`src/rtl/ex_stage_if.sv`:
```
//------------------------------------------------------------------------------
// Module   : ex_stage_if
// Brief    : Decode->EX->MEM signal bundle for the execute stage.
// Revision : 1.0
//------------------------------------------------------------------------------
`default_nettype none

interface ex_stage_if #(
    parameter int DATA_W = 16
);
    logic              state;
    logic [DATA_W-1:0] ex_ir;
    logic [DATA_W-1:0] reg_A;
    logic [DATA_W-1:0] reg_B;
    logic [DATA_W-1:0] smdr;
    logic [DATA_W-1:0] ALUo;
    logic              jump;
    logic [DATA_W-1:0] mem_ir;
    logic [DATA_W-1:0] reg_C;
    logic [DATA_W-1:0] smdr1;
    logic              dw;
    logic              zf;
    logic              nf;
    logic              cf;

    // Driver side: decode/control feeding EX and observing its results.
    modport master (
        output state, ex_ir, reg_A, reg_B, smdr,
        input  ALUo, jump, mem_ir, reg_C, smdr1, dw, zf, nf, cf
    );

    // The execute stage itself.
    modport slave (
        input  state, ex_ir, reg_A, reg_B, smdr,
        output ALUo, jump, mem_ir, reg_C, smdr1, dw, zf, nf, cf
    );
endinterface

`default_nettype wire

```
`src/rtl/ex_stage.sv`:
```
//------------------------------------------------------------------------------
// Module   : ex_stage
// Brief    : 16-bit pipeline execute stage: ALU, flags, branch resolve, MEM latches.
// Revision : 1.0
//------------------------------------------------------------------------------
`default_nettype none

module ex_stage #(
    parameter int DATA_W  = 16,
    parameter int SHAMT_W = 4
) (
    input  wire logic   clock,
    input  wire logic   reset,
    ex_stage_if.slave   bus
);
    localparam logic       EXEC   = 1'b1;

    localparam logic [4:0] NOP    = 5'b00000;
    localparam logic [4:0] LOAD   = 5'b00010;
    localparam logic [4:0] STORE  = 5'b00011;
    localparam logic [4:0] SHL    = 5'b00100;
    localparam logic [4:0] CAL    = 5'b00101;
    localparam logic [4:0] SHR    = 5'b00110;
    localparam logic [4:0] CAR    = 5'b00111;
    localparam logic [4:0] ADD    = 5'b01000;
    localparam logic [4:0] ADDI   = 5'b01001;
    localparam logic [4:0] SUB    = 5'b01010;
    localparam logic [4:0] SUBI   = 5'b01011;
    localparam logic [4:0] CMP    = 5'b01100;
    localparam logic [4:0] AND_OP = 5'b01101;
    localparam logic [4:0] OR_OP  = 5'b01110;
    localparam logic [4:0] XOR_OP = 5'b01111;
    localparam logic [4:0] MOVI   = 5'b10000;
    localparam logic [4:0] ADDC   = 5'b10001;
    localparam logic [4:0] SUBC   = 5'b10010;
    localparam logic [4:0] JZ     = 5'b11010;
    localparam logic [4:0] JNZ    = 5'b11011;
    localparam logic [4:0] JS     = 5'b11100;
    localparam logic [4:0] JNS    = 5'b11101;
    localparam logic [4:0] JC     = 5'b11110;
    localparam logic [4:0] JNC    = 5'b11111;

    logic [4:0]         op;
    logic [SHAMT_W-1:0] shamt;
    logic [DATA_W:0]    sum;
    logic [DATA_W-1:0]  alu;
    logic               cf_next;
    logic               upd_zn;
    logic               upd_c;
    logic               jump;

    logic [DATA_W-1:0]  mem_ir_q, mem_ir_d;
    logic [DATA_W-1:0]  reg_c_q,  reg_c_d;
    logic [DATA_W-1:0]  smdr1_q,  smdr1_d;
    logic               dw_q,     dw_d;
    logic               zf_q,     zf_d;
    logic               nf_q,     nf_d;
    logic               cf_q,     cf_d;

    assign op    = bus.ex_ir[DATA_W-1:DATA_W-5];
    assign shamt = bus.reg_B[SHAMT_W-1:0];

    always_comb begin
        sum     = '0;
        alu     = '0;
        cf_next = cf_q;
        upd_zn  = 1'b0;
        upd_c   = 1'b0;
        case (op)
            LOAD, STORE, JZ, JNZ, JS, JNS, JC, JNC: begin
                alu = bus.reg_A + bus.reg_B;
            end
            ADD, ADDI, ADDC: begin
                sum     = {1'b0, bus.reg_A} + {1'b0, bus.reg_B}
                        + {{DATA_W{1'b0}}, (op == ADDC) & cf_q};
                alu     = sum[DATA_W-1:0];
                cf_next = sum[DATA_W];
                upd_zn  = 1'b1;
                upd_c   = 1'b1;
            end
            SUB, SUBI, CMP, SUBC: begin
                // Bit 16 of the 17-bit difference is set exactly when A < B + cin.
                sum     = {1'b0, bus.reg_A} - {1'b0, bus.reg_B}
                        - {{DATA_W{1'b0}}, (op == SUBC) & cf_q};
                alu     = sum[DATA_W-1:0];
                cf_next = sum[DATA_W];
                upd_zn  = 1'b1;
                upd_c   = 1'b1;
            end
            AND_OP: begin alu = bus.reg_A & bus.reg_B; upd_zn = 1'b1; end
            OR_OP:  begin alu = bus.reg_A | bus.reg_B; upd_zn = 1'b1; end
            XOR_OP: begin alu = bus.reg_A ^ bus.reg_B; upd_zn = 1'b1; end
            SHL:    begin alu = bus.reg_A << shamt;    upd_zn = 1'b1; end
            SHR:    begin alu = bus.reg_A >> shamt;    upd_zn = 1'b1; end
            // Rotates shift a doubled copy of A and keep the wrapped half.
            CAL: begin
                alu    = DATA_W'(({bus.reg_A, bus.reg_A} << shamt) >> DATA_W);
                upd_zn = 1'b1;
            end
            CAR: begin
                alu    = DATA_W'({bus.reg_A, bus.reg_A} >> shamt);
                upd_zn = 1'b1;
            end
            MOVI:    alu = bus.reg_B;
            default: alu = '0;
        endcase
    end

    always_comb begin
        jump = 1'b0;
        if (bus.state == EXEC) begin
            case (op)
                JZ:      jump = zf_q;
                JNZ:     jump = ~zf_q;
                JS:      jump = nf_q;
                JNS:     jump = ~nf_q;
                JC:      jump = cf_q;
                JNC:     jump = ~cf_q;
                default: jump = 1'b0;
            endcase
        end
    end

    always_comb begin
        mem_ir_d = mem_ir_q;
        reg_c_d  = reg_c_q;
        smdr1_d  = smdr1_q;
        dw_d     = dw_q;
        zf_d     = zf_q;
        nf_d     = nf_q;
        cf_d     = cf_q;
        if (bus.state == EXEC) begin
            mem_ir_d = bus.ex_ir;
            reg_c_d  = alu;
            smdr1_d  = bus.smdr;
            dw_d     = (op == STORE);
            if (upd_zn) begin
                zf_d = (alu == '0);
                nf_d = alu[DATA_W-1];
            end
            if (upd_c) begin
                cf_d = cf_next;
            end
        end
    end

    always_ff @(posedge clock or negedge reset) begin
        if (!reset) begin
            mem_ir_q <= '0;
            reg_c_q  <= '0;
            smdr1_q  <= '0;
            dw_q     <= 1'b0;
            zf_q     <= 1'b0;
            nf_q     <= 1'b0;
            cf_q     <= 1'b0;
        end else begin
            mem_ir_q <= mem_ir_d;
            reg_c_q  <= reg_c_d;
            smdr1_q  <= smdr1_d;
            dw_q     <= dw_d;
            zf_q     <= zf_d;
            nf_q     <= nf_d;
            cf_q     <= cf_d;
        end
    end

    assign bus.ALUo   = alu;
    assign bus.jump   = jump;
    assign bus.mem_ir = mem_ir_q;
    assign bus.reg_C  = reg_c_q;
    assign bus.smdr1  = smdr1_q;
    assign bus.dw     = dw_q;
    assign bus.zf     = zf_q;
    assign bus.nf     = nf_q;
    assign bus.cf     = cf_q;

endmodule

`default_nettype wire
```
`src/flat_wrapper.sv`:
```
// flat-port wrapper written by rule: the top's interface ports become plain ports
module ex_stage_flat 
#(
    parameter int DATA_W  = 16,
    parameter int SHAMT_W = 4
)
  (clock, reset, bus_state, bus_ex_ir, bus_reg_A, bus_reg_B, bus_smdr, bus_ALUo, bus_jump, bus_mem_ir, bus_reg_C, bus_smdr1, bus_dw, bus_zf, bus_nf, bus_cf);
  ex_stage_if #(.DATA_W(DATA_W)) bus_i ();
  input  wire logic clock;
  input  wire logic reset;
  input wire logic [$bits(bus_i.state)-1:0] bus_state;
  input wire logic [$bits(bus_i.ex_ir)-1:0] bus_ex_ir;
  input wire logic [$bits(bus_i.reg_A)-1:0] bus_reg_A;
  input wire logic [$bits(bus_i.reg_B)-1:0] bus_reg_B;
  input wire logic [$bits(bus_i.smdr)-1:0] bus_smdr;
  output wire logic [$bits(bus_i.ALUo)-1:0] bus_ALUo;
  output wire logic [$bits(bus_i.jump)-1:0] bus_jump;
  output wire logic [$bits(bus_i.mem_ir)-1:0] bus_mem_ir;
  output wire logic [$bits(bus_i.reg_C)-1:0] bus_reg_C;
  output wire logic [$bits(bus_i.smdr1)-1:0] bus_smdr1;
  output wire logic [$bits(bus_i.dw)-1:0] bus_dw;
  output wire logic [$bits(bus_i.zf)-1:0] bus_zf;
  output wire logic [$bits(bus_i.nf)-1:0] bus_nf;
  output wire logic [$bits(bus_i.cf)-1:0] bus_cf;
  assign bus_i.state = bus_state;
  assign bus_i.ex_ir = bus_ex_ir;
  assign bus_i.reg_A = bus_reg_A;
  assign bus_i.reg_B = bus_reg_B;
  assign bus_i.smdr = bus_smdr;
  assign bus_ALUo = bus_i.ALUo;
  assign bus_jump = bus_i.jump;
  assign bus_mem_ir = bus_i.mem_ir;
  assign bus_reg_C = bus_i.reg_C;
  assign bus_smdr1 = bus_i.smdr1;
  assign bus_dw = bus_i.dw;
  assign bus_zf = bus_i.zf;
  assign bus_nf = bus_i.nf;
  assign bus_cf = bus_i.cf;
  ex_stage #(.DATA_W(DATA_W), .SHAMT_W(SHAMT_W)) u_core (.clock(clock), .reset(reset), .bus(bus_i));
endmodule
```
`config.mk`:
```
export PLATFORM = sky130hd
export DESIGN_NAME = ex_stage_flat
export DESIGN_NICKNAME = d
export VERILOG_FILES = /design/src/rtl/ex_stage_if.sv /design/src/rtl/ex_stage.sv /design/src/flat_wrapper.sv
export SDC_FILE = /design/constraint.sdc
export NUM_CORES = 1
export LEC_CHECK = 0
export BUFFER_PORTS_ARGS = -buffer_cell sky130_fd_sc_hd__buf_2
export CORE_MARGIN = 4
export CORE_UTILIZATION = 45
export DETAILED_ROUTE_END_ITERATION = 10
export PLACE_DENSITY = 0.66
export SYNTH_ARGS = -nofsm -noshare
export SYNTH_HDL_FRONTEND = slang
export SYNTH_SLANG_ARGS = --single-unit
export TNS_END_PERCENT = 30
```
`constraint.sdc`:
```
create_clock -name clock -period 4.8 [get_ports clock]
set_input_delay 0.48 -clock clock [delete_from_list [all_inputs] [get_ports clock]]
set_output_delay 0.48 -clock clock [all_outputs]
set_load 0.005 [all_outputs]
```
==> impl_metrics.env <==
export IMPL_outcome="finished, final reports clean"
export IMPL_cp_depth=15
export IMPL_post_cts_resized=0
export IMPL_grtUsageTotal_pct=28.0
export IMPL_cts_root_buf="clkbuf_16"
export IMPL_layout_commonest_cell="buf_2"
export IMPL_crit_chain="buf_2, nor3b_1, nand3_1, fa_1, ha_1, o21ai_0, a32oi_1, a221oi_1, buf_4, o211a_1, o31ai_1, mux2i_1, a211oi_2, inv_1, buf_2"
export IMPL_max_freq_mhz=227
export IMPL_final_net_count=1106
export IMPL_io_pins=136
export IMPL_die_h_um=141
export IMPL_layout_area_overhead_vs_synth_pct=10.9
export IMPL_startpoint_type="input port"
export IMPL_dp_cells=1189
export IMPL_drt_initial_drc_count=931
export IMPL_power_share_clock_pct=19.2
export IMPL_wl_um=29100
export IMPL_clkLatencyLatePin_ps=290
export IMPL_drc_errors=0
export IMPL_placement_rows=48
export IMPL_io_buffers=135
export IMPL_final_period_utilization_pct=91.6
export IMPL_async_reset_ff_share_pct=100
export IMPL_seq_area_frac_synth_pct=16.4
export IMPL_ys_ff_latch=52
export IMPL_die_area_um2=19800
export IMPL_max_cap_viol_count=0
export IMPL_n_antenna_cell=0
export IMPL_hold_class="in2async"
export IMPL_required_ps=4320
export IMPL_core_um2=17300
export IMPL_vias=7946
export IMPL_post_route_min_period_ps=4400
export IMPL_layout_common_cells="buf_2 (135), ha_1 (63), inv_1 (62)"
export IMPL_viasPerCell=6.64
export IMPL_seqPwrFrac_pct=28.4
export IMPL_yosys_area_share_simple_pct=16.3
export IMPL_die_w_um=141
export IMPL_tns_ps=0
export IMPL_worst_slew_pin_slew_ps=1130
export IMPL_ys_flop_type="dfrtp_1"
export IMPL_p_leak_nw=3.92
export IMPL_hold_viol_final=0
export IMPL_reg2reg_depth=13
export IMPL_setup_violations=0
export IMPL_synth_area_mux_share_pct=23.0
export IMPL_grt_pass1_vias=7242
export IMPL_power_w=0.00188
export IMPL_wl_per_cell_um=24.3
export IMPL_drt_pass1_iter_count=6
export IMPL_clockBufferDepth=2
export IMPL_synth_compound_area_share_pct=23.1
export IMPL_p_sw_share_pct=41.0
export IMPL_clk_pin_slew_worst_paths_ps=70
export IMPL_cts_hold_buffers_added=0
export IMPL_skew_ps=4.17
export IMPL_synth_fa_ha_area_share_pct=11.2
export IMPL_slowest_delay_ps=440
export IMPL_peakVddDrop_mv=0.266
export IMPL_yosys_warnings=0
export IMPL_synth_top_family_by_area="compound AO/OA/AOI/OAI gates"
export IMPL_avgSynthCellArea_um2=8.96
export IMPL_gr_total_overflow=0
export IMPL_htreeDepth=2
export IMPL_cts_sinks=52
export IMPL_comb_power_share_pct=52.4
export IMPL_synth_xor_area_share_pct=1.99
export IMPL_grt_first_pass_wirelength_um=43900
export IMPL_endpoint_kind="primary output"
export IMPL_netlist_area_um2=7930
export IMPL_p_int_w=0.00111
export IMPL_ant_nets=0
export IMPL_critPathBufInv=4
export IMPL_relSlewSlack_pct=24.8
export IMPL_antenna_found_initial=1
export IMPL_start_util_pct=45.9
export IMPL_netlist_instances=885
export IMPL_worstSetupPathType="in2out"
export IMPL_report_final_slew_viol_count=0
export IMPL_cpMostUsedCell="buf_2"
export IMPL_power_density_nw_per_um2=213
export IMPL_grt_max_degree=53
export IMPL_cts_setup_buffers=0
export IMPL_final_layout_size_suffix_gt1_share_pct=27.7
export IMPL_synth_edff_count=0
export IMPL_place_congestion=1.01
export IMPL_critPathMaxFanout=19
export IMPL_grt_setup_unrepaired="no"
export IMPL_slowest_stage="fa_1"
export IMPL_cts_buffers=5
export IMPL_final_cells=1197
export IMPL_cts_tree="done"
export IMPL_syn_nets=1020
export IMPL_crit_family="compound AO/OA/AOI/OAI gates"
export IMPL_dp_hpwl_um=22400
export IMPL_p_sw_w=0.000769
export IMPL_cp_data_arrival_time_ps=3920
export IMPL_ys_types=91
final cells by class:
class                   instances  area (um2)
flip-flops and latches         52        1300
clock inverters                 3        27.5
clock buffers                   5         125
inverters                      64         240
well taps                     225         282
multi-input cells             693        6000
fillers                      1620        8490
repair buffers                155         826
final timing paths:
path | startpoint | end | slack, ps
setup / recovery | bus_ex_ir[15] | bus_ALUo[15] | 400
hold / removal | reset | u_core.bus.smdr1[14] | 410
setup reg to reg | u_core.bus.cf | u_core.bus.zf | 1130
hold reg to reg | u_core.bus.smdr1[8] | u_core.bus.smdr1[8] | 500
max in group asynchronous | reset | u_core.bus.smdr1[8] | 3700
min in group clock | bus_smdr[3] | u_core.bus.smdr1[3] | 420
synth_stat cells (8+ instances only):
cell type | count | area [um2]
ha_1 | 63 | 788
inv_1 | 62 | 233
mux2_2 | 56 | 631
nor2_1 | 55 | 206
dfrtp_1 | 52 | 1300
nand2_1 | 47 | 176
a21oi_1 | 46 | 230
o21ai_0 | 38 | 190
clkbuf_1 | 36 | 135
mux2i_1 | 27 | 270
nor3_1 | 21 | 105
nand3_1 | 20 | 100
mux4_1 | 19 | 499
mux4_2 | 19 | 428
buf_2 | 15 | 75.1
and3_1 | 12 | 75.1
o211ai_1 | 12 | 90.1
xnor2_1 | 12 | 105
a21o_1 | 11 | 82.6
buf_1 | 11 | 41.3
a211oi_1 | 10 | 75.1
nor2b_1 | 10 | 62.6
a221oi_1 | 9 | 78.8
a31oi_1 | 9 | 56.3
nand2b_1 | 9 | 56.3
nand4_1 | 9 | 56.3
o221ai_1 | 9 | 78.8
a22oi_1 | 8 | 60.1
o22ai_1 | 8 | 50.1
state kept, by name (all words and copies together) (netlist names):
| signal | flops |
|---|---|
| u_core.bus.nf | 1 |
| u_core.bus.mem_ir | 16 |
| u_core.bus.zf | 1 |
| u_core.bus.smdr1 | 16 |
| u_core.bus.dw | 1 |
| u_core.bus.cf | 1 |
| u_core.bus.reg_C | 16 |
cells by family after synthesis:
kind of cell / Yosys count
muxes: 121
DFF: 52
xor gates and xnor gates: 18
adders and majority gates: 68
buffers and inverters: 140
AOI/OAI and AO/OA: 246
and+or+nand+nor: 240
metrics by stage:
stage          area (um2)  setup slack, ps  utilization [%]  hold slack [ps]
2_1_floorplan        7930              859                -              184
3_3_place_gp         8650              611             50.0              484
3_5_place_dp         8650              476             50.0              491
4_1_cts              8800              450             50.9              414
5_1_grt              8800              153             50.9              412
6_report             8800              401             50.9              408
layer usage:
metal  GRT usage, %  vias to the layer above  routed length (um)
li1               -                     3552                   -
met1           40.1                     3792               12100
met2           42.7                      535               12500
met3           6.07                       65                3420
met4           8.11                        2                1020
met5              0                        -                  16
power by group through the flow:
stage          Clock (W)  Combinational [W]  Sequential (W)
6_report        0.000360           0.000982        0.000534
5_1_grt         0.000388            0.00105        0.000542
4_1_cts         0.000366           0.000960        0.000534
3_5_place_dp           0           0.000956        0.000542
3_3_place_gp           0           0.000951        0.000539
2_1_floorplan          0           0.000615        0.000545
No activity file was read; power rests on OpenSTA's default activity.
